### src/rtl/regfile_pkg.sv
// Shared widths and types for the general-purpose register file.
package regfile_pkg;
  localparam int unsigned DATA_W   = 8;
  localparam int unsigned NUM_REGS = 8;
  localparam int unsigned ADDR_W   = $clog2(NUM_REGS);

  typedef logic [ADDR_W-1:0] reg_addr_t;
  typedef logic [DATA_W-1:0] reg_data_t;
endpackage

### src/rtl/register_file.sv
// NUM_REGS x DATA_W register file: one write port, two async read ports, r0 tap.
module register_file
  import regfile_pkg::reg_addr_t, regfile_pkg::reg_data_t;
#(
  parameter int unsigned DATA_W   = regfile_pkg::DATA_W,
  parameter int unsigned NUM_REGS = regfile_pkg::NUM_REGS
) (
  input  logic      clk,
  input  logic      rstN,
  input  logic      writeEn,
  input  reg_addr_t dest,
  input  reg_data_t data,
  input  reg_addr_t rsAddr,
  input  reg_addr_t rdAddr,
  output reg_data_t rsOut,
  output reg_data_t rdOut,
  output reg_data_t r0
);

  logic [DATA_W-1:0] r_regs [NUM_REGS];
  logic              r_wr_ok;
  logic              w_wr;

  // Writes are held off for the first edge after reset release, so a release
  // landing on (or just before) an edge never lets that edge write.
  always_ff @(posedge clk or negedge rstN) begin
    if (!rstN) r_wr_ok <= 1'b0;
    else       r_wr_ok <= 1'b1;
  end

  assign w_wr = writeEn & r_wr_ok;

  always_ff @(posedge clk or negedge rstN) begin
    if (!rstN)     r_regs       <= '{default: '0};
    else if (w_wr) r_regs[dest] <= data;
  end

  assign rsOut = r_regs[rsAddr];
  assign rdOut = r_regs[rdAddr];
  assign r0    = r_regs[0];

endmodule

### config.mk
export PLATFORM = sky130hd
export DESIGN_NAME = register_file
export DESIGN_NICKNAME = d
export VERILOG_FILES = /design/src/rtl/regfile_pkg.sv /design/src/rtl/register_file.sv
export SDC_FILE = /design/constraint.sdc
export NUM_CORES = 1
export LEC_CHECK = 0
export BUFFER_PORTS_ARGS = -buffer_cell sky130_fd_sc_hd__buf_2
export CELL_PAD_IN_SITES_DETAIL_PLACEMENT = 2
export CELL_PAD_IN_SITES_GLOBAL_PLACEMENT = 2
export CORE_ASPECT_RATIO = 0.9
export CORE_UTILIZATION = 43
export DETAILED_ROUTE_END_ITERATION = 8
export PLACE_DENSITY = 0.8
export REMOVE_ABC_BUFFERS = 1
export SKIP_LAST_GASP = 1
export SYNTH_ARGS = -nofsm -noshare
export SYNTH_HDL_FRONTEND = slang
export SYNTH_SLANG_ARGS = --single-unit
### constraint.sdc
create_clock -name clk -period 1.5 [get_ports clk]
set_input_delay 0.15 -clock clk [delete_from_list [all_inputs] [get_ports clk]]
set_output_delay 0.15 -clock clk [all_outputs]
set_load 0.005 [all_outputs]
==> run_results.csv <==
group,metric,value,unit
outcome,status,"finished, violations left",
outcome,violations,"setup timing",
finish,final_common_cell,"mux2_2",
die,io-pin-count,44,
yosys,synth_xor_area_share,0,%
cts,cts-root-buf,"clkbuf_8",
die,core,0.00811,mm2
power,clock_power_share,25.6,%
sta,fin_ws,-0.330,ns
yosys,synth_area,0.00361,mm2
routing,first_pass_iters,4,
place,dp_slack,-0.102,ns
sta,min_period,1.83,ns
die,std_cell_rows,31,
critical_path,crit_path_max_fanout,3,
yosys,ys_seq_area_share,45.0,%
power,intPower,0.00417,W
routing,routed_wl,9730,um
finish,area_growth,21.4,%
finish,antenna_cells,0,
yosys,synthAdderAreaFrac,0,%
yosys,synth_top_family_by_area,"multiplexers",
cts,numCtsBuffers,9,
die,dieArea,0.00878,mm2
routing,vias,2256,
power,p_leak,1.94,nW
sta,skew,0.00583,ns
cts,clk_path_buf_depth,2,
yosys,synth_mux_area_share,47.9,%
run,cap_viol_max_count,0,
die,start_util,44.6,%
yosys,yosys.area_share.simple,2.67,%
power,p_sw,0.00157,W
place,portBuffers,43,
grt,grt_pass1_vias,2506,
cts,cts.sinks,65,
place,dp_hpwl,6310,um
power,pwr-share-comb,30.3,%
critical_path,end_kind,"output pin",
worst_hold_path,hold_class,"in2reg",
yosys,synth_top_cell_area_share,45.0,%
finish,regArea,0.00163,mm2
grt,overflow,0,
finish,final_cell_mix,"mux2_2, dfrtp_1, buf_2, mux4_2, buf_4",
yosys,ys_types,17,
routing,avgViaCountPerCell,5.81,
finish,drive_gt1_share,74.0,%
routing,drc,0,
finish,fin_nets,304,
grt,track_usage,24.4,%
power,pwr_density_cell,1310,mW/mm2
power,seq_power_share,44.1,%
cts,clkTransAtPathRegs,0.07,ns
sta,finalSetupViolations,16,
finish,multi_input_area,0.00177,mm2
yosys,synth_area_leader_cell,"dfrtp_1",
yosys,synth_cells,211,
cts,cts_tree,"built",
yosys,ys_ff_latch,65,
die,die_w,98.6,um
power,finalPower,0.00574,W
routing,drtIter0Drc,97,
critical_path,start_kind,"register",
yosys,avgSynthCellArea,17.1,um2
critical_path,path_class,"reg2out",
yosys,ys_warn_count,0,
yosys,synth_compound_area_share,0,%
finish,nFillCells,750,
sta,maxSlewHeadroom,61.6,%
sta,rsz0062_at_grt,"yes",
grt,grt_pass1_wl,15100,um
critical_path,cp.arrival,1.68,ns
routing,ant_nets,0,
grt,grt_max_degree,45,
sta,hold_viol,0,
die,die_h,89.0,um
cts,htreeDepth,3,
sta,drv_slew,0,
place,place.gp.congestion,0.696,
sta,worstMarginPinSlew,0.576,ns
sta,fmax,546,MHz
power,vdd_drop_max,0.000721,V
sta,period_share,122,%
grt,antenna_found_initial,0,
critical_path,worstPathRequired,1.35,ns
power,p_sw_share,27.4,%
yosys,synthTopCellsByArea,"dfrtp_1, mux2_2, mux4_1",
cts,clk_latency,0.34,ns
routing,avgRoutedWirePerCell,25.1,um
## power groups by stage
stage,registers [W],clock network (W),logic [W]
after global placement,0.00246,0,0.00131
after floorplan,0.00237,0,0.000895
after CTS,0.00251,0.00151,0.00172
after global routing,0.00257,0.00159,0.00188
final,0.00253,0.00147,0.00174
after detailed placement,0.00252,0,0.00138
## flip-flops by register name (all words and copies together) (netlist names)
signal / flops
r_wr_ok: 1
r0: 8
r_regs: 56
## synth_stat cells, drive strengths merged
library cell / count
nand3b: 1
nor2: 6
nand2b: 2
nand2: 1
or3: 2
dfrtp: 65
mux4: 32
nand3: 1
clkbuf: 2
mux2: 80
conb: 1
buf: 18
## through the flow
step	cells	TNS [ns]	hold WS, ns	area (um2)	utilization [%]
detailed placement	356	-1.01	0.166	4070	50.2
finish	388	-4.46	0.147	4390	54.1
floorplan	191	0	-0.146	3460	-
global placement	356	-0.477	0.158	4070	50.2
global route	388	-5.27	0.137	4390	54.1
CTS	387	-4.57	0.137	4370	53.9
## routing by layer
layer / part of all wire, % / up-vias / wire length [um] / global-route usage (%)
met5: 0 / - / 0 / 0
met4: 0.88 / 0 / 86 / 5.29
met3: 2.6 / 8 / 251 / 4.93
met2: 52 / 58 / 5110 / 42.6
met1: 44 / 1229 / 4280 / 32.2
li1: - / 961 / - / -
## cells by family (layout without fill, tap and decap cells)
logic type	count (synthesis)	in the layout
flip-flops	65	65
other	1	1
buffers and inverters	20	98
multiplexers	112	112
AND/OR/NAND/NOR	13	13
## cell type report
cell class | count | share of cell area (%)
Clock buffer | 13 | 3.39
Clock inverter | 3 | 0.913
Multi-Input combinational cell | 126 | 40.3
Sequential cell | 65 | 37.1
Tap cell | 99 | 2.82
Timing Repair Buffer | 82 | 15.5
## final timing paths
kind / end / cells after the start / slack, ns / startpoint
max: rdOut[7] / 3 / -0.33 / r_regs[23]
max in group asynchronous: r0[6] / 3 / 0.64 / rstN
min in group asynchronous: r_regs[49] / 3 / 0.32 / rstN
min: r_regs[11] / 2 / 0.15 / data[3]
min reg2reg: r_regs[20] / 1 / 0.53 / r_regs[20]
max reg2reg: r0[6] / 4 / 0.07 / r_wr_ok
## what timing repair did
item | CTS | global route
gates resized for setup | 49 | 2
buffers inserted | 14 | 1
endpoints found under the hold margin | 65 | 0
hold buffers | 1 | 0
gates cloned | 0 | 0
setup endpoints to repair | 16 | 16
## worst max-delay path, cell delays in order, from the launching register on
cell and delay, ns:
dfrtp_1 0.42, mux4_2 0.49, mux2_4 0.30, buf_6 0.12
Note: power is estimated with default switching activity, not from simulation.
